[config.mk]
export PLATFORM = sky130hd
export DESIGN_NAME = btb_update_controller_flat
export DESIGN_NICKNAME = d
export VERILOG_FILES = /design/src/rtl/btb_ctrl_pkg.sv /design/src/rtl/btb_update_controller_if.sv /design/src/rtl/btb_update_fifo.sv /design/src/rtl/btb_update_controller.sv /design/src/flat_wrapper.sv
export SDC_FILE = /design/constraint.sdc
export NUM_CORES = 1
export LEC_CHECK = 0
export ABC_AREA = 1
export CORE_MARGIN = 2
export CORE_UTILIZATION = 30
export DETAILED_ROUTE_END_ITERATION = 10
export GPL_ROUTABILITY_DRIVEN = 0
export SYNTH_ARGS = -nofsm -noshare
export SYNTH_HDL_FRONTEND = slang
export SYNTH_HIERARCHICAL = 1
export SYNTH_SLANG_ARGS = --single-unit
[constraint.sdc]
create_clock -name btbc_clk -period 6.95 [get_ports btbc_clk]
set_input_delay 1.39 -clock btbc_clk [delete_from_list [all_inputs] [get_ports btbc_clk]]
set_output_delay 1.39 -clock btbc_clk [all_outputs]
set_load 0.005 [all_outputs]
[src/rtl/btb_ctrl_pkg.sv]
`default_nettype none
// ============================================================================
// Module      : btb_ctrl_pkg
// Description : Shared types for the BTB update controller: the queued update
//               record and the controller state encoding.
// Revision    : 1.0 - initial release
// ============================================================================
package btb_ctrl_pkg;

    localparam int PC_W = 32;

    // One resolved-branch update as it travels through the queue
    typedef struct packed {
        logic [PC_W-1:0] pc;
        logic [PC_W-1:0] target;
        logic            taken;
    } btb_update_t;

    typedef enum logic [0:0] {
        RUN   = 1'b0,
        FLUSH = 1'b1
    } btbc_state_t;

endpackage
`default_nettype wire

[src/rtl/btb_update_controller_if.sv]
`default_nettype none
// ============================================================================
// Module      : btb_update_controller_if
// Description : Requester handshakes, flush request, BTB write-port drive and
//               status signals of the BTB update controller.
// Revision    : 1.0 - initial release
// ============================================================================
interface btb_update_controller_if #(
    parameter int FIFO_DEPTH = 4
);
    import btb_ctrl_pkg::*;

    localparam int CNT_W = $clog2(FIFO_DEPTH) + 1;

    // execute-stage requester
    logic            exe_valid;
    logic [PC_W-1:0] exe_pc;
    logic [PC_W-1:0] exe_target;
    logic            exe_taken;
    logic            exe_ready;

    // decode-stage requester
    logic            dec_valid;
    logic [PC_W-1:0] dec_pc;
    logic [PC_W-1:0] dec_target;
    logic            dec_taken;
    logic            dec_ready;

    logic            flush_req;

    // BTB write port
    logic            btb_write;
    logic [PC_W-1:0] btb_new_pc;
    logic [PC_W-1:0] btb_data;
    logic            btb_branch_taken;
    logic            btb_reset;

    // status
    logic             busy;
    logic [CNT_W-1:0] fifo_count;

    // pipeline / environment side
    modport master (
        output exe_valid, exe_pc, exe_target, exe_taken,
        output dec_valid, dec_pc, dec_target, dec_taken,
        output flush_req,
        input  exe_ready, dec_ready,
        input  btb_write, btb_new_pc, btb_data, btb_branch_taken, btb_reset,
        input  busy, fifo_count
    );

    // controller side
    modport slave (
        input  exe_valid, exe_pc, exe_target, exe_taken,
        input  dec_valid, dec_pc, dec_target, dec_taken,
        input  flush_req,
        output exe_ready, dec_ready,
        output btb_write, btb_new_pc, btb_data, btb_branch_taken, btb_reset,
        output busy, fifo_count
    );

endinterface
`default_nettype wire

[src/rtl/btb_update_fifo.sv]
`default_nettype none
// ============================================================================
// Module      : btb_update_fifo
// Description : Update queue with two ordered write ports (w0 before w1), one
//               read port, occupancy count, and a synchronous clear.
// Revision    : 1.0 - initial release
// ============================================================================
module btb_update_fifo
    import btb_ctrl_pkg::*;
#(
    parameter int FIFO_DEPTH = 4
) (
    input  wire logic                          clk,
    input  wire logic                          rst_n,
    input  wire logic                          i_clear,
    input  wire logic                          i_push0,
    input  wire btb_update_t                   i_data0,
    input  wire logic                          i_push1,
    input  wire btb_update_t                   i_data1,
    input  wire logic                          i_pop,
    output btb_update_t                        o_head,
    output logic [$clog2(FIFO_DEPTH):0]        o_count
);

    localparam int PTR_W = (FIFO_DEPTH > 1) ? $clog2(FIFO_DEPTH) : 1;
    localparam int CNT_W = $clog2(FIFO_DEPTH) + 1;
    localparam logic [PTR_W-1:0] c_ptr_one = PTR_W'(1);

    btb_update_t      r_mem [FIFO_DEPTH];
    logic [PTR_W-1:0] r_wr_ptr;
    logic [PTR_W-1:0] r_rd_ptr;
    logic [CNT_W-1:0] r_count;

    logic             w_push0;
    logic             w_push1;
    logic             w_pop;
    logic [PTR_W-1:0] w_wr1_addr;
    logic [PTR_W-1:0] w_wr_adv;

    // Clear wins over everything; w1 lands behind w0 when both are written
    always_comb begin
        w_push0    = i_push0 & ~i_clear;
        w_push1    = i_push1 & ~i_clear;
        w_pop      = i_pop & ~i_clear & (r_count != '0);
        w_wr1_addr = w_push0 ? (r_wr_ptr + c_ptr_one) : r_wr_ptr;
        w_wr_adv   = PTR_W'(w_push0) + PTR_W'(w_push1);
    end

    // Storage array; contents need no reset since count gates every read
    always_ff @(posedge clk) begin
        if (w_push0) r_mem[r_wr_ptr]   <= i_data0;
        if (w_push1) r_mem[w_wr1_addr] <= i_data1;
    end

    // Pointers wrap naturally because the depth is a power of two
    always_ff @(posedge clk) begin
        if (!rst_n || i_clear) begin
            r_wr_ptr <= '0;
            r_rd_ptr <= '0;
            r_count  <= '0;
        end else begin
            r_wr_ptr <= r_wr_ptr + w_wr_adv;
            r_rd_ptr <= r_rd_ptr + PTR_W'(w_pop);
            r_count  <= r_count + CNT_W'(w_push0) + CNT_W'(w_push1) - CNT_W'(w_pop);
        end
    end

    assign o_head  = r_mem[r_rd_ptr];
    assign o_count = r_count;

endmodule
`default_nettype wire

[src/rtl/btb_update_controller.sv]
`default_nettype none
// ============================================================================
// Module      : btb_update_controller
// Description : Arbitrates execute/decode branch updates into a small queue,
//               drains one update per cycle onto the BTB write port, and
//               sequences BTB flushes after reset and on request.
// Revision    : 1.0 - initial release
// ============================================================================
module btb_update_controller
    import btb_ctrl_pkg::*;
#(
    parameter int FIFO_DEPTH   = 4,
    parameter int FLUSH_CYCLES = 2
) (
    input  wire logic               btbc_clk,
    input  wire logic               btbc_reset_n,
    btb_update_controller_if.slave  bus
);

    localparam int CNT_W  = $clog2(FIFO_DEPTH) + 1;
    localparam int FCNT_W = (FLUSH_CYCLES > 1) ? $clog2(FLUSH_CYCLES) : 1;

    localparam logic [CNT_W-1:0]  c_depth      = CNT_W'(FIFO_DEPTH);
    localparam logic [CNT_W-1:0]  c_one        = CNT_W'(1);
    localparam logic [CNT_W-1:0]  c_two        = CNT_W'(2);
    localparam logic [FCNT_W-1:0] c_flush_last = FCNT_W'(FLUSH_CYCLES - 1);
    localparam logic [FCNT_W-1:0] c_fcnt_one   = FCNT_W'(1);

    btbc_state_t       r_state;
    btbc_state_t       w_state_nxt;
    logic [FCNT_W-1:0] r_flush_cnt;
    logic [FCNT_W-1:0] w_flush_cnt_nxt;

    logic              r_btb_write;
    btb_update_t       r_btb_upd;

    logic [CNT_W-1:0]  w_count;
    logic [CNT_W-1:0]  w_free;
    logic              w_accept_ok;
    logic              w_exe_ready;
    logic              w_dec_ready;
    logic              w_pop;
    btb_update_t       w_head;
    btb_update_t       w_exe_upd;
    btb_update_t       w_dec_upd;

    // State register; reset lands in FLUSH so the BTB is always cleared first
    always_ff @(posedge btbc_clk) begin
        if (!btbc_reset_n) begin
            r_state     <= FLUSH;
            r_flush_cnt <= '0;
        end else begin
            r_state     <= w_state_nxt;
            r_flush_cnt <= w_flush_cnt_nxt;
        end
    end

    // Next state: a flush request (re)starts the flush window from zero
    always_comb begin
        w_state_nxt     = r_state;
        w_flush_cnt_nxt = r_flush_cnt;
        if (bus.flush_req) begin
            w_state_nxt     = FLUSH;
            w_flush_cnt_nxt = '0;
        end else if (r_state == FLUSH) begin
            if (r_flush_cnt == c_flush_last) begin
                w_state_nxt     = RUN;
                w_flush_cnt_nxt = '0;
            end else begin
                w_flush_cnt_nxt = r_flush_cnt + c_fcnt_one;
            end
        end
    end

    // Accept/drain decisions; free space ignores a same-cycle pop on purpose
    always_comb begin
        w_free      = c_depth - w_count;
        w_accept_ok = (r_state == RUN) && !bus.flush_req;
        w_exe_ready = w_accept_ok && (w_free >= c_one);
        w_dec_ready = w_accept_ok &&
                      ((w_free >= c_two) || ((w_free == c_one) && !bus.exe_valid));
        w_pop       = w_accept_ok && (w_count != '0);
        w_exe_upd   = '{pc: bus.exe_pc, target: bus.exe_target, taken: bus.exe_taken};
        w_dec_upd   = '{pc: bus.dec_pc, target: bus.dec_target, taken: bus.dec_taken};
    end

    btb_update_fifo #(
        .FIFO_DEPTH (FIFO_DEPTH)
    ) u_fifo (
        .clk     (btbc_clk),
        .rst_n   (btbc_reset_n),
        .i_clear (bus.flush_req),
        .i_push0 (bus.exe_valid && w_exe_ready),
        .i_data0 (w_exe_upd),
        .i_push1 (bus.dec_valid && w_dec_ready),
        .i_data1 (w_dec_upd),
        .i_pop   (w_pop),
        .o_head  (w_head),
        .o_count (w_count)
    );

    // Register the popped head onto the BTB port; data holds when idle
    always_ff @(posedge btbc_clk) begin
        if (!btbc_reset_n) begin
            r_btb_write <= 1'b0;
            r_btb_upd   <= '0;
        end else begin
            r_btb_write <= w_pop;
            if (w_pop) r_btb_upd <= w_head;
        end
    end

    assign bus.exe_ready        = w_exe_ready;
    assign bus.dec_ready        = w_dec_ready;
    assign bus.btb_write        = r_btb_write;
    assign bus.btb_new_pc       = r_btb_upd.pc;
    assign bus.btb_data         = r_btb_upd.target;
    assign bus.btb_branch_taken = r_btb_upd.taken;
    // Held low while reset is asserted; the flush proper begins on release
    assign bus.btb_reset        = (r_state == FLUSH) && btbc_reset_n;
    assign bus.busy             = (w_count != '0) || (r_state == FLUSH);
    assign bus.fifo_count       = w_count;

endmodule
`default_nettype wire
[src/flat_wrapper.sv]
// flat-port wrapper written by rule: the top's interface ports become plain ports
module btb_update_controller_flat import btb_ctrl_pkg::*;
#(
    parameter int FIFO_DEPTH   = 4,
    parameter int FLUSH_CYCLES = 2
)
  (btbc_clk, btbc_reset_n, bus_exe_valid, bus_exe_pc, bus_exe_target, bus_exe_taken, bus_dec_valid, bus_dec_pc, bus_dec_target, bus_dec_taken, bus_flush_req, bus_exe_ready, bus_dec_ready, bus_btb_write, bus_btb_new_pc, bus_btb_data, bus_btb_branch_taken, bus_btb_reset, bus_busy, bus_fifo_count);
  btb_update_controller_if #(.FIFO_DEPTH(FIFO_DEPTH)) bus_i ();
  input  wire logic btbc_clk;
  input  wire logic btbc_reset_n;
  input wire logic [$bits(bus_i.exe_valid)-1:0] bus_exe_valid;
  input wire logic [$bits(bus_i.exe_pc)-1:0] bus_exe_pc;
  input wire logic [$bits(bus_i.exe_target)-1:0] bus_exe_target;
  input wire logic [$bits(bus_i.exe_taken)-1:0] bus_exe_taken;
  input wire logic [$bits(bus_i.dec_valid)-1:0] bus_dec_valid;
  input wire logic [$bits(bus_i.dec_pc)-1:0] bus_dec_pc;
  input wire logic [$bits(bus_i.dec_target)-1:0] bus_dec_target;
  input wire logic [$bits(bus_i.dec_taken)-1:0] bus_dec_taken;
  input wire logic [$bits(bus_i.flush_req)-1:0] bus_flush_req;
  output wire logic [$bits(bus_i.exe_ready)-1:0] bus_exe_ready;
  output wire logic [$bits(bus_i.dec_ready)-1:0] bus_dec_ready;
  output wire logic [$bits(bus_i.btb_write)-1:0] bus_btb_write;
  output wire logic [$bits(bus_i.btb_new_pc)-1:0] bus_btb_new_pc;
  output wire logic [$bits(bus_i.btb_data)-1:0] bus_btb_data;
  output wire logic [$bits(bus_i.btb_branch_taken)-1:0] bus_btb_branch_taken;
  output wire logic [$bits(bus_i.btb_reset)-1:0] bus_btb_reset;
  output wire logic [$bits(bus_i.busy)-1:0] bus_busy;
  output wire logic [$bits(bus_i.fifo_count)-1:0] bus_fifo_count;
  assign bus_i.exe_valid = bus_exe_valid;
  assign bus_i.exe_pc = bus_exe_pc;
  assign bus_i.exe_target = bus_exe_target;
  assign bus_i.exe_taken = bus_exe_taken;
  assign bus_i.dec_valid = bus_dec_valid;
  assign bus_i.dec_pc = bus_dec_pc;
  assign bus_i.dec_target = bus_dec_target;
  assign bus_i.dec_taken = bus_dec_taken;
  assign bus_i.flush_req = bus_flush_req;
  assign bus_exe_ready = bus_i.exe_ready;
  assign bus_dec_ready = bus_i.dec_ready;
  assign bus_btb_write = bus_i.btb_write;
  assign bus_btb_new_pc = bus_i.btb_new_pc;
  assign bus_btb_data = bus_i.btb_data;
  assign bus_btb_branch_taken = bus_i.btb_branch_taken;
  assign bus_btb_reset = bus_i.btb_reset;
  assign bus_busy = bus_i.busy;
  assign bus_fifo_count = bus_i.fifo_count;
  btb_update_controller #(.FIFO_DEPTH(FIFO_DEPTH), .FLUSH_CYCLES(FLUSH_CYCLES)) u_core (.btbc_clk(btbc_clk), .btbc_reset_n(btbc_reset_n), .bus(bus_i));
endmodule
==> Flow_metrics.wiki, run 1 <==
{| class="wikitable"
! Metric !! Value
|-
| DRT Pass-1 Iters || 6
|-
| Share of cells above drive strength 1 || 5.485%
|-
| End of the worst register-to-register path || u_core/u_fifo/r_mem[1][29]$_DFFE_PP_
|-
| Cells traversed along the worst timing path || clkdlybuf4s50_1 -> nor2_4 -> o21ai_0 -> nor2_1 -> nand2_2 -> inv_1 -> ha_1 -> inv_1 -> nor2_4 -> buf_4 -> nand3_4 -> nand2_4 -> buf_4
|-
| Mean cell area of the mapped netlist || 8.688 sq um
|-
| Max H-tree Level || 2
|-
| Hold Fails Final Rpt || 0
|-
| Number of global-route vias before repair || 13,890
|-
| Wire length after detailed routing || 54.06 mm
|-
| Total congestion overflow after global routing || 0
|-
| Initial standard-cell utilization of the core || 30.40%
|-
| Async set or reset register ratio after synthesis || 0%
|-
| R2R cell count || 15
|-
| Leading cell type by number of instances after synthesis || sky130_fd_sc_hd__nand2_1
|-
| Maxcap violations || 0
|-
| Pin count of the biggest net entering global routing || 99
|-
| Outcome || completed
|-
| Signed area change from the synthesized netlist to the final layout || 22.19%
|-
| Tmin final || 4.532 ns
|-
| Count of distinct cell types in the synthesized netlist || 27
|-
| Pwr dens || about 220 nW/um^2
|-
| Worst Skew || around 0.018 ns
|-
| Top cell types by occurrence after synthesis || 544 x sky130_fd_sc_hd__nand2_1, 268 x sky130_fd_sc_hd__nand3_1, 262 x sky130_fd_sc_hd__nor2_1
|-
| Yosys warning count || 6
|-
| Startpoint type of the worst setup path || input port
|-
| Clock net sink count || 335
|-
| Total global-route track usage || 18.72%
|-
| Net count reported at finish || 2,161
|-
| Peak Freq || 0.2207 GHz
|-
| Number of enable flip-flop cells after synthesis || 260
|-
| Origin of the critical flop-to-flop path || u_core/u_fifo/o_count[0]$_SDFF_PP0_
|-
| Critical setup path kind || in -> reg
|-
| Die width || 237.8 microns
|-
| Worst-case vdd ir drop || 0.0001329 V
|-
| Post-route total power || 4.430 mW
|-
| Die Footprint || 56,530 sq um
|-
| Number of buffers on the longest clock path || 3
|-
| Antenna-violating nets left || 0
|-
| Reg clk slew, reported paths || 0.06 ns
|-
| Cell count of the worst hold path || 2
|-
| Filler cell count || 5,351
|-
| Class of the tightest hold or removal check || reg -> reg
|-
| Post-DP HPWL || between 30 and 40 mm
|-
| Initial antenna violation count || 12
|-
| Via count normalized by instance count || approximately 5.2
|-
| Global-route wire length before repair || 81.15 mm
|-
| Sequential share of the synthesized area || 56.78%
|-
| Leakage power || 7.771 nW
|-
| Worst-path maximum fanout || 53
|-
| Row count || 85
|-
| Quantity of gates resized following cts || 0
|-
| Top cell type by total area after synthesis || sky130_fd_sc_hd__edfxtp_1
|-
| Via total after detailed routing || 14,230
|-
| Arrival time of the worst setup path || 4.77 ns
|-
| CTS tree || done
|-
| Clock latency at the later pin of the worst-skew pair || 0.56 ns
|-
| Post-CTS Repair Setup Buffers || 0
|-
| Final sum of negative setup slack || 0 ns
|-
| Input/output buffers || between 200 and 250
|-
| Core outline area || 53,920 sq um
|-
| Area contributors post-synth || sky130_fd_sc_hd__edfxtp_1 48%, sky130_fd_sc_hd__nand2_1 12%, sky130_fd_sc_hd__dfxtp_1 9.2%
|-
| Count of routing violations after the opening detailed-route iteration || 1,295
|-
| Critical Path End Type || register
|-
| Post-Syn Nets || about 2,000
|-
| Number of I/O pins || roughly 210
|-
| Number of DRC violations after detailed routing || 0
|-
| Floorplan die height || 237.8 microns
|-
| Actual transition at the worst max-transition pin || 1.249 ns
|-
| Number of buffers inserted for hold repair after clock tree synthesis || 0
|-
| Post-synth design cell area || 16,390 sq um
|-
| Per-cell routed wire length || between 15 and 20 microns
|-
| Slack of the worst reg-to-reg path || 2.64 ns
|-
| Library cell used as clock root buffer || sky130_fd_sc_hd__clkbuf_16
|-
| Unrepaired setup endpoints after global routing || false
|-
| Top-area cell type share of the netlist area || 47.62%
|-
| CP Launch Point || bus_flush_req
|-
| Most used DFF post-synth || sky130_fd_sc_hd__edfxtp_1
|-
| Data required time of the worst path || 7.19 ns
|-
| CP peak stage delay || 0.56 ns
|-
| CTS buffer count || 39
|-
| Tcrit/Tclk final || 65.21%
|-
| Slowest stage cell on the critical path || sky130_fd_sc_hd__nand2_4
|-
| Final cell utilization of the core || 37.15%
|-
| Final slew viol count || 0
|-
| Worst slew margin relative to its limit || 16.74%
|-
| # setup viols final || 0
|-
| Crit path capture || u_core/u_fifo/r_mem[1][29]$_DFFE_PP_
|-
| Number of register bits inferred by synthesis || approximately 340
|-
| Gate count after technology mapping || between 1,500 and 2,000
|}
[worst min-delay path by stage]
| stage | end | start | slack (ns) |
|---|---|---|---|
| floorplan | u_core/r_flush_cnt$_SDFFE_PP0P_ | u_core/r_flush_cnt$_SDFFE_PP0P_ | 0.43 |
| global placement | u_core/r_flush_cnt$_SDFFE_PP0P_ | u_core/r_flush_cnt$_SDFFE_PP0P_ | 0.44 |
| detailed placement | u_core/r_flush_cnt$_SDFFE_PP0P_ | u_core/r_flush_cnt$_SDFFE_PP0P_ | 0.46 |
| CTS | u_core/r_flush_cnt$_SDFFE_PP0P_ | u_core/r_flush_cnt$_SDFFE_PP0P_ | 0.47 |
| global route | u_core/r_flush_cnt$_SDFFE_PP0P_ | u_core/r_flush_cnt$_SDFFE_PP0P_ | 0.48 |
| finish | u_core/r_flush_cnt$_SDFFE_PP0P_ | u_core/r_flush_cnt$_SDFFE_PP0P_ | 0.47 |
[area by class of cell]
class                           count  area [sq um]  area share [%]
Clock buffer                       56          1132           5.652
Timing Repair Buffer              231          2247           11.22
Tap cell                          696         870.8           4.347
Inverter                           32         123.9          0.6183
Clock inverter                     15         122.6          0.6121
Sequential cell                   335          9314           46.49
Antenna cell                        2         5.005         0.02498
Multi-Input combinational cell   1373          6217           31.03
[critical path: cells and delay by family]
kind / cells / cell delay [ns]
AO/OA/AOI/OAI: 1 / 0.15
adder cells (fa/ha/maj): 1 / 0.21
buffers and inverters: 5 / 1.62
AND/OR/NAND/NOR: 6 / 1.37
[routing by layer]
metal / part of all wire, % / track usage, %
met1: 42 / 24.16
met2: 46 / 30.12
met3: 8.9 / 4.959
met4: 2.9 / 6.880
met5: 0.22 / 0
[power by group]
| group | internal, mW | switching, mW |
|---|---|---|
| Clock | 1.21 | 0.834 |
| Combinational | 0.106 | 0.124 |
| Sequential | 2.16 | 0.00134 |
[registers in the layout, indices dropped and copies added (netlist names)]
name,count
u_core/u_fifo/r_mem,260
u_core/bus.btb_data,32
u_core/bus.btb_new_pc,32
u_core/u_fifo/o_count,3
u_core/u_fifo/r_rd_ptr,2
u_core/u_fifo/r_wr_ptr,2
u_core/bus.btb_branch_taken,1
u_core/bus.btb_write,1
u_core/r_flush_cnt,1
u_core/r_state,1
[through the flow]
stage,instance area [sq um],hold WS [ns],std cells,worst slack (ns)
2_1_floorplan,16390,0.4342,1887,2.288
3_3_place_gp,18770,0.4410,2667,1.875
3_5_place_dp,18770,0.4613,2667,1.834
4_1_cts,20030,0.4702,2738,2.419
5_1_grt,20030,0.4808,2739,2.233
6_report,20030,0.4658,2740,2.418
[layout by cell type (no fill, tap or decap), types with 8 or more instances in the layout]
master,instances
sky130_fd_sc_hd__nand2_1,538
sky130_fd_sc_hd__nand3_1,264
sky130_fd_sc_hd__nor2_1,262
sky130_fd_sc_hd__edfxtp_1,260
sky130_fd_sc_hd__clkdlybuf4s50_1,206
sky130_fd_sc_hd__o21ai_0,182
sky130_fd_sc_hd__dfxtp_1,73
sky130_fd_sc_hd__o22ai_1,65
sky130_fd_sc_hd__clkbuf_16,41
sky130_fd_sc_hd__inv_1,28
sky130_fd_sc_hd__buf_4,24
sky130_fd_sc_hd__o21ai_1,16
sky130_fd_sc_hd__ha_1,11
sky130_fd_sc_hd__clkbuf_1,10
sky130_fd_sc_hd__nor2_2,10
sky130_fd_sc_hd__nand2_4,8
[kinds of logic after synthesis]
group / Yosys count / share of synthesized area [%]
compound gates: 266 / 8.616
xor+xnor: 1 / 0.05343
buf+inv: 179 / 5.907
fa+ha+maj: 14 / 1.206
flops: 335 / 56.78
simple gates: 1092 / 27.44
Note: power is estimated with default switching activity, not from simulation.
==> run 2: changes to the inputs <==
clock period = 3.7 ns   (was 6.95 ns; I/O delays follow)
==> run 2 against run 1 <==
Register-to-register slack lost 2.3 ns. Die area is the same. Core utilization is 0.80 points higher. Worst hold slack improved by 0.0072 ns. Power up 92%. Clock power increased by 97%. Worst setup slack worse by 2.0 ns. Via count grew 0.64%.
==> Flow_metrics.wiki, run 2 (synthesis results as in run 1) <==
{| class="wikitable"
! Metric !! Value
|-
| Max H-tree Level || 2 (unchanged)
|-
| Clock latency at the later pin of the worst-skew pair || 0.55 ns (was 0.56 ns)
|-
| Floorplan die height || 237.8 microns (unchanged)
|-
| DRT Pass-1 Iters || 5 (was 6)
|-
| Global-route wire length before repair || 82.17 mm (was 81.15 mm)
|-
| Post-route total power || 8.507 mW (was 4.430 mW)
|-
| Unrepaired setup endpoints after global routing || false (unchanged)
|-
| Critical Path End Type || register (unchanged)
|-
| R2R cell count || 14 (was 15)
|-
| Maxcap violations || 0 (unchanged)
|-
| Post-DP HPWL || 30.02 mm (was 30.58 mm)
|-
| # setup viols final || 0 (unchanged)
|-
| Final slew viol count || 0 (unchanged)
|-
| Worst Skew || 0.02187 ns (was 0.01839 ns)
|-
| CTS tree || done (unchanged)
|-
| Origin of the critical flop-to-flop path || u_core/u_fifo/o_count[0]$_SDFF_PP0_ (unchanged)
|-
| Initial standard-cell utilization of the core || 30.40% (unchanged)
|-
| Actual transition at the worst max-transition pin || 1.008 ns (was 1.249 ns)
|-
| CP Launch Point || u_core/u_fifo/o_count[0]$_SDFF_PP0_ (was bus_flush_req)
|-
| Peak Freq || 0.3017 GHz
|-
| Outcome || completed (unchanged)
|-
| Total global-route track usage || 18.97% (was 18.72%)
|-
| Number of buffers on the longest clock path || 3 (unchanged)
|-
| Most common cell after layout, fill and taps aside || sky130_fd_sc_hd__nand2_1 (unchanged)
|-
| Net count reported at finish || 2,180 (was 2,161)
|-
| Pwr dens || 415.7 nW/um^2 (was 221.1 nW/um^2)
|-
| Core outline area || 53,920 sq um (unchanged)
|-
| Worst-path maximum fanout || 50 (was 53)
|-
| Power spent charging and discharging nets || 1.831 mW (was 0.9597 mW)
|-
| Total congestion overflow after global routing || 0 (unchanged)
|-
| Leakage power || 7.966 nW (was 7.771 nW)
|-
| Sequential share of power || 47.7% (was 48.8%)
|-
| Library cell used as clock root buffer || sky130_fd_sc_hd__clkbuf_16 (unchanged)
|-
| Relative contribution of the clock network to total power || 47.3% (was 46.0%)
|-
| Antenna-violating nets left || 0 (unchanged)
|-
| Via total after detailed routing || 14,320 (was 14,230)
|-
| Share of cells above drive strength 1 || 6.696% (was 5.485%)
|-
| Hold Fails Final Rpt || 0 (unchanged)
|-
| Tmin final || between 3 and 4 ns
|-
| Tcrit/Tclk final || 89.59%
|-
| Die Footprint || 56,530 sq um (unchanged)
|-
| End of the worst register-to-register path || u_core/u_fifo/r_mem[1][20]$_DFFE_PP_ (was u_core/u_fifo/r_mem[1][29]$_DFFE_PP_)
|-
| Worst-case vdd ir drop || 0.0002670 V (was 0.0001329 V)
|-
| Number of DRC violations after detailed routing || 0 (unchanged)
|-
| Via count normalized by instance count || 5.184 (was 5.192)
|-
| Wire length after detailed routing || 54.47 mm (was 54.06 mm)
|-
| Startpoint type of the worst setup path || register (was input port)
|-
| Die width || 237.8 microns (unchanged)
|-
| Number of global-route vias before repair || 13,690 (was 13,890)
|-
| Filler cell count || 5,290 (was 5,351)
|-
| Number of buffers inserted for hold repair after clock tree synthesis || 0 (unchanged)
|-
| Clock net sink count || 335 (unchanged)
|-
| Row count || 85 (unchanged)
|-
| Post-CTS Repair Setup Buffers || 0 (unchanged)
|-
| Pin count of the biggest net entering global routing || 87 (was 99)
|-
| Max reg flops || 260 (unchanged)
|-
| Initial antenna violation count || 8 (was 12)
|-
| Switch share || 21.52% (was 21.66%)
|-
| Internal power summed over all cells || 6.676 mW (was 3.471 mW)
|-
| Per-cell routed wire length || 19.72 microns (was 19.73 microns)
|-
| Highest-count cells in the layout ignoring fill and taps || 538 x sky130_fd_sc_hd__nand2_1, 264 x sky130_fd_sc_hd__nand3_1, 262 x sky130_fd_sc_hd__nor2_1, 260 x sky130_fd_sc_hd__edfxtp_1, 206 x sky130_fd_sc_hd__clkdlybuf4s50_1 (unchanged)
|-
| Final sum of negative setup slack || 0 ns (unchanged)
|-
| Reg clk slew, reported paths || 0.06 ns (about the same)
|-
| Data required time of the worst path || 4.10 ns (was 7.19 ns)
|-
| Quantity of gates resized following cts || 0 (unchanged)
|-
| Signed area change from the synthesized netlist to the final layout || 24.83% (was 22.19%)
|-
| Class of the tightest hold or removal check || reg -> reg (unchanged)
|-
| Number of I/O pins || 208 (unchanged)
|-
| Biggest register || u_core/u_fifo/r_mem (unchanged)
|-
| Critical setup path kind || reg -> reg (was in -> reg)
|-
| Input/output buffers || 207 (unchanged)
|-
| Count of routing violations after the opening detailed-route iteration || 1,148 (was 1,295)
|-
| Worst slew margin relative to its limit || 32.82% (was 16.74%)
|-
| Crit path capture || u_core/u_fifo/r_mem[1][20]$_DFFE_PP_ (was u_core/u_fifo/r_mem[1][29]$_DFFE_PP_)
|-
| Slack of the worst reg-to-reg path || 0.39 ns (was 2.64 ns)
|-
| Proportion of power drawn by combinational gates || 5.0% (was 5.2%)
|-
| CTS buffer count || 40 (was 39)
|-
| Arrival time of the worst setup path || 3.72 ns (was 4.77 ns)
|}
[run 2: changes by cell type in the layout (fill, tap and decap cells not counted), sizes merged]
cell / before / now
clkinv: 12 / 16
bufinv: 2 / 5
clkbuf: 56 / 50
diode: 2 / 5
buf: 25 / 43
[run 2: worst min-delay path by stage]
stage                                            to  cells after the start                            startpoint  slack (ns)
2_1_floorplan       u_core/r_flush_cnt$_SDFFE_PP0P_                      2       u_core/r_flush_cnt$_SDFFE_PP0P_        0.43
3_3_place_gp        u_core/r_flush_cnt$_SDFFE_PP0P_                      2       u_core/r_flush_cnt$_SDFFE_PP0P_        0.44
3_5_place_dp   u_core/bus.btb_data[24]$_SDFFE_PN0P_                      2  u_core/bus.btb_data[24]$_SDFFE_PN0P_        0.48
4_1_cts             u_core/r_flush_cnt$_SDFFE_PP0P_                      2       u_core/r_flush_cnt$_SDFFE_PP0P_        0.48
5_1_grt        u_core/bus.btb_data[20]$_SDFFE_PN0P_                      2  u_core/bus.btb_data[20]$_SDFFE_PN0P_        0.50
6_report            u_core/r_flush_cnt$_SDFFE_PP0P_                      2       u_core/r_flush_cnt$_SDFFE_PP0P_        0.47
[run 2: cell type report]
cell class | instances | area (sq um) | area share [%]
clock buffers | 50 | 1080 | 5.276
clock inverters | 22 | 240.2 | 1.174
repair buffers | 249 | 2608 | 12.74
diodes | 5 | 12.51 | 0.06114
multi-input cells | 1373 | 6217 | 30.38
inverters | 32 | 123.9 | 0.6052
flip-flops and latches | 335 | 9314 | 45.51
well taps | 696 | 870.8 | 4.255
[run 2: layer usage]
| metal | global-route usage, % | up-vias | share of wire [%] | wire (microns) |
|---|---|---|---|---|
| met5 | 0 | - | 0.068 | 37 |
| met2 | 31.70 | 591 | 48 | 26090 |
| met3 | 4.169 | 106 | 7.7 | 4217 |
| met1 | 24.23 | 6913 | 42 | 22700 |
| li1 | - | 6701 | - | - |
| met4 | 6.518 | 6 | 2.6 | 1413 |
[run 2: power groups by stage]
| stage | combinational (mW) | clock (mW) | sequential [mW] |
|---|---|---|---|
| 2_1_floorplan | 0.156 | 0 | 4.14 |
| 3_3_place_gp | 0.410 | 0 | 4.14 |
| 3_5_place_dp | 0.421 | 0 | 4.14 |
| 4_1_cts | 0.423 | 4.09 | 4.06 |
| 5_1_grt | 0.474 | 4.24 | 4.06 |
| 6_report | 0.425 | 4.02 | 4.06 |
[run 2: worst max-delay path: stages (launching register included)]
cell and delay [ns]:
sky130_fd_sc_hd__dfxtp_1 0.35, sky130_fd_sc_hd__inv_1 0.09, sky130_fd_sc_hd__ha_1 0.21, sky130_fd_sc_hd__ha_1 0.30
sky130_fd_sc_hd__nand2_1 0.08, sky130_fd_sc_hd__o21ai_0 0.25, sky130_fd_sc_hd__nor2_1 0.15, sky130_fd_sc_hd__nand2_2 0.14
sky130_fd_sc_hd__inv_1 0.10, sky130_fd_sc_hd__ha_1 0.34, sky130_fd_sc_hd__inv_1 0.08, sky130_fd_sc_hd__nor2_4 0.20
sky130_fd_sc_hd__buf_4 0.58, sky130_fd_sc_hd__nand3_1 0.15, sky130_fd_sc_hd__nand2_1 0.11
[run 2: metrics by stage]
stage	util (%)	hold slack, ns	instances	setup slack, ns	instance area [sq um]
4_1_cts	37.93	0.4834	2757	0.4062	20450
6_report	37.96	0.4730	2762	0.3851	20470
2_1_floorplan	-	0.4342	1887	0.02339	16410
3_3_place_gp	35.48	0.4418	2685	0.1744	19130
3_5_place_dp	35.48	0.4752	2685	0.08123	19130
5_1_grt	37.95	0.4988	2760	0.1350	20460
==> run 3: changes to the inputs <==
CTS_BUF_LIST = sky130_fd_sc_hd__clkbuf_8   (was unset)
==> run 3 against run 2 <==
Final area is 0.85% lower. Clock-buffer cell count grew 16. Largest power group unchanged. Clock power shrank 17%.
==> Flow_metrics.wiki, run 3 (synthesis results as in run 1) <==
{| class="wikitable"
! Metric !! Value
|-
| Outcome || completed (unchanged)
|-
| Die width || 237.8 microns (unchanged)
|-
| DRT Pass-1 Iters || 7 (was 5)
|-
| Min setup slack post-route || 0.3904 ns (was 0.3851 ns)
|-
| Worst path top cell family by delay || adder cells (unchanged)
|-
| Pin count of the biggest net entering global routing || 87 (unchanged)
|-
| Post-CTS Repair Setup Buffers || 0 (unchanged)
|-
| Highest-count cells in the layout ignoring fill and taps || 538 x sky130_fd_sc_hd__nand2_1, 264 x sky130_fd_sc_hd__nand3_1, 262 x sky130_fd_sc_hd__nor2_1, 260 x sky130_fd_sc_hd__edfxtp_1, 206 x sky130_fd_sc_hd__clkdlybuf4s50_1 (unchanged)
|-
| Antenna-violating nets left || 0 (unchanged)
|-
| Post-DP HPWL || 30.02 mm (unchanged)
|-
| Per-cell routed wire length || 19.49 microns (was 19.72 microns)
|-
| CTS tree || done (unchanged)
|-
| Peak Freq || 0.3022 GHz (was 0.3017 GHz)
|-
| Floorplan die height || 237.8 microns (unchanged)
|-
| Register area || 9314 sq um (unchanged)
|-
| Worst hold-check slack || 0.4743 ns (was 0.4730 ns)
|-
| Number of buffers on the longest clock path || 3 (unchanged)
|-
| Data required time of the worst path || 4.22 ns (was 4.10 ns)
|-
| Count of routing violations after the opening detailed-route iteration || 1,271 (was 1,148)
|-
| Worst-case vdd ir drop || 0.0002442 V (was 0.0002670 V)
|-
| Number of I/O pins || 208 (unchanged)
|-
| Via count normalized by instance count || 5.106 (was 5.184)
|-
| Post-route total power || 7.816 mW (was 8.507 mW)
|-
| Actual transition at the worst max-transition pin || 1.001 ns (was 1.008 ns)
|-
| Global-route wire length before repair || 82.17 mm (about the same)
|-
| Arrival time of the worst setup path || 3.83 ns (was 3.72 ns)
|-
| Critical setup path kind || reg -> reg (unchanged)
|-
| Number of global-route vias before repair || 13,800 (was 13,690)
|-
| Via total after detailed routing || 14,300 (was 14,320)
|-
| # setup viols final || 0 (unchanged)
|-
| Worst Skew || 0.03297 ns (was 0.02187 ns)
|-
| Footprint of the multi-input gates || 6217 sq um (unchanged)
|-
| Total global-route track usage || 18.93% (was 18.97%)
|-
| Max H-tree Level || 2 (unchanged)
|-
| CTS buffer count || 59 (was 40)
|-
| Initial antenna violation count || 7 (was 8)
|-
| Final sum of negative setup slack || 0 ns (unchanged)
|-
| Biggest register || u_core/u_fifo/r_mem (unchanged)
|-
| Max reg flops || 260 (unchanged)
|-
| Clock latency at the later pin of the worst-skew pair || 0.65 ns (was 0.55 ns)
|-
| Input/output buffers || 207 (unchanged)
|-
| Filler cell count || 5,302 (was 5,290)
|-
| Library cell used as clock root buffer || sky130_fd_sc_hd__clkbuf_8 (was sky130_fd_sc_hd__clkbuf_16)
|-
| Clock net sink count || 335 (unchanged)
|-
| Signed area change from the synthesized netlist to the final layout || 23.77% (was 24.83%)
|-
| Slowest stage cell on the critical path || sky130_fd_sc_hd__buf_4 (unchanged)
|-
| Slack of the worst reg-to-reg path || 0.39 ns (about the same)
|-
| Net count reported at finish || 2,199 (was 2,180)
|-
| Total congestion overflow after global routing || 0 (unchanged)
|-
| Worst slew margin relative to its limit || 33.27% (was 32.82%)
|-
| Core outline area || 53,920 sq um (unchanged)
|-
| Die Footprint || 56,530 sq um (unchanged)
|-
| Final slew viol count || 0 (unchanged)
|-
| Maxcap violations || 0 (unchanged)
|-
| Hold Fails Final Rpt || 0 (unchanged)
|-
| Critical Path End Type || register (unchanged)
|-
| Class of the tightest hold or removal check || reg -> reg (unchanged)
|-
| Number of buffers inserted for hold repair after clock tree synthesis || 0 (unchanged)
|-
| Leakage power || 8.005 nW (was 7.966 nW)
|-
| Tmin final || 3.310 ns (was 3.315 ns)
|-
| Reg clk slew, reported paths || 0.06 ns (about the same)
|-
| Wire length after detailed routing || 54.56 mm (was 54.47 mm)
|-
| Row count || 85 (unchanged)
|-
| Setup slack after placement || 0.08123 ns (unchanged)
|-
| Unrepaired setup endpoints after global routing || false (unchanged)
|-
| Initial standard-cell utilization of the core || 30.40% (unchanged)
|-
| Most common cell after layout, fill and taps aside || sky130_fd_sc_hd__nand2_1 (unchanged)
|-
| Number of DRC violations after detailed routing || 0 (unchanged)
|-
| Final cell utilization of the core || 37.63% (was 37.96%)
|-
| Worst-path maximum fanout || 50 (unchanged)
|-
| Pwr dens || 385.2 nW/um^2 (was 415.7 nW/um^2)
|-
| Quantity of gates resized following cts || 0 (unchanged)
|-
| Startpoint type of the worst setup path || register (unchanged)
|-
| Tcrit/Tclk final || 89.45% (was 89.59%)
|-
| CP peak stage delay || 0.58 ns (about the same)
|-
| Cells traversed along the worst timing path || inv_1 -> ha_1 -> ha_1 -> nand2_1 -> o21ai_0 -> nor2_1 -> nand2_2 -> inv_1 -> ha_1 -> inv_1 -> nor2_4 -> buf_4 -> nand3_1 -> nand2_1 (unchanged)
|-
| Sum of buffers and inverters on the critical path || 4 (unchanged)
|-
| Share of cells above drive strength 1 || 7.235% (was 6.696%)
|}
[run 3: changes by cell type in the layout (fill, tap and decap cells not counted), sizes merged]
cell	delta
diode	-2
clkbuf	+16
inv	+30
clkinvlp	+2
clkinv	-5
bufinv	-3
[run 3: through the flow]
step / std cells / area (sq um)
6_report: 2800 / 20290
5_1_grt: 2798 / 20290
4_1_cts: 2797 / 20280
3_5_place_dp: 2685 / 19130
3_3_place_gp: 2685 / 19130
2_1_floorplan: 1887 / 16410
[run 3: layer usage]
layer / part of all wire (%) / GRT usage [%]
met1: 41 / 24.08
met2: 48 / 32.15
met3: 8.8 / 4.204
met4: 2.1 / 5.565
met5: 0.090 / 0
[run 3: worst register-to-register path: stages (launching register included)]
cell and delay (ns):
sky130_fd_sc_hd__dfxtp_1 0.35, sky130_fd_sc_hd__inv_1 0.09, sky130_fd_sc_hd__ha_1 0.21, sky130_fd_sc_hd__ha_1 0.30
sky130_fd_sc_hd__nand2_1 0.08, sky130_fd_sc_hd__o21ai_0 0.26, sky130_fd_sc_hd__nor2_1 0.15, sky130_fd_sc_hd__nand2_2 0.15
sky130_fd_sc_hd__inv_1 0.10, sky130_fd_sc_hd__ha_1 0.34, sky130_fd_sc_hd__inv_1 0.08, sky130_fd_sc_hd__nor2_4 0.20
sky130_fd_sc_hd__buf_4 0.58, sky130_fd_sc_hd__nand3_1 0.20, sky130_fd_sc_hd__nand2_1 0.10
[run 3: final cells by class]
cell class | instances | area share, %
Sequential cell | 335 | 45.90
Antenna cell | 3 | 0.03700
Multi-Input combinational cell | 1373 | 30.64
Inverter | 32 | 0.6104
Tap cell | 696 | 4.292
Clock inverter | 46 | 1.196
Clock buffer | 66 | 4.476
Timing Repair Buffer | 249 | 12.85
[run 3: final timing paths]
check | startpoint | end | depth (start not counted)
hold reg to reg | u_core/r_flush_cnt$_SDFFE_PP0P_ | u_core/r_flush_cnt$_SDFFE_PP0P_ | 2
setup reg to reg | u_core/u_fifo/o_count[0]$_SDFF_PP0_ | u_core/u_fifo/r_mem[3][24]$_DFFE_PP_ | 14
hold / removal | u_core/r_flush_cnt$_SDFFE_PP0P_ | u_core/r_flush_cnt$_SDFFE_PP0P_ | 2
setup / recovery | u_core/u_fifo/o_count[0]$_SDFF_PP0_ | u_core/u_fifo/r_mem[3][24]$_DFFE_PP_ | 14
[run 3: power breakdown]
part	switching [mW]	leakage, nW	total, mW	internal [mW]
logic	0.223	4.37	0.425	0.202
registers	0.00248	2.94	4.06	4.06
clock network	1.57	0.696	3.33	1.76
total	1.79	8.01	7.82	6.02
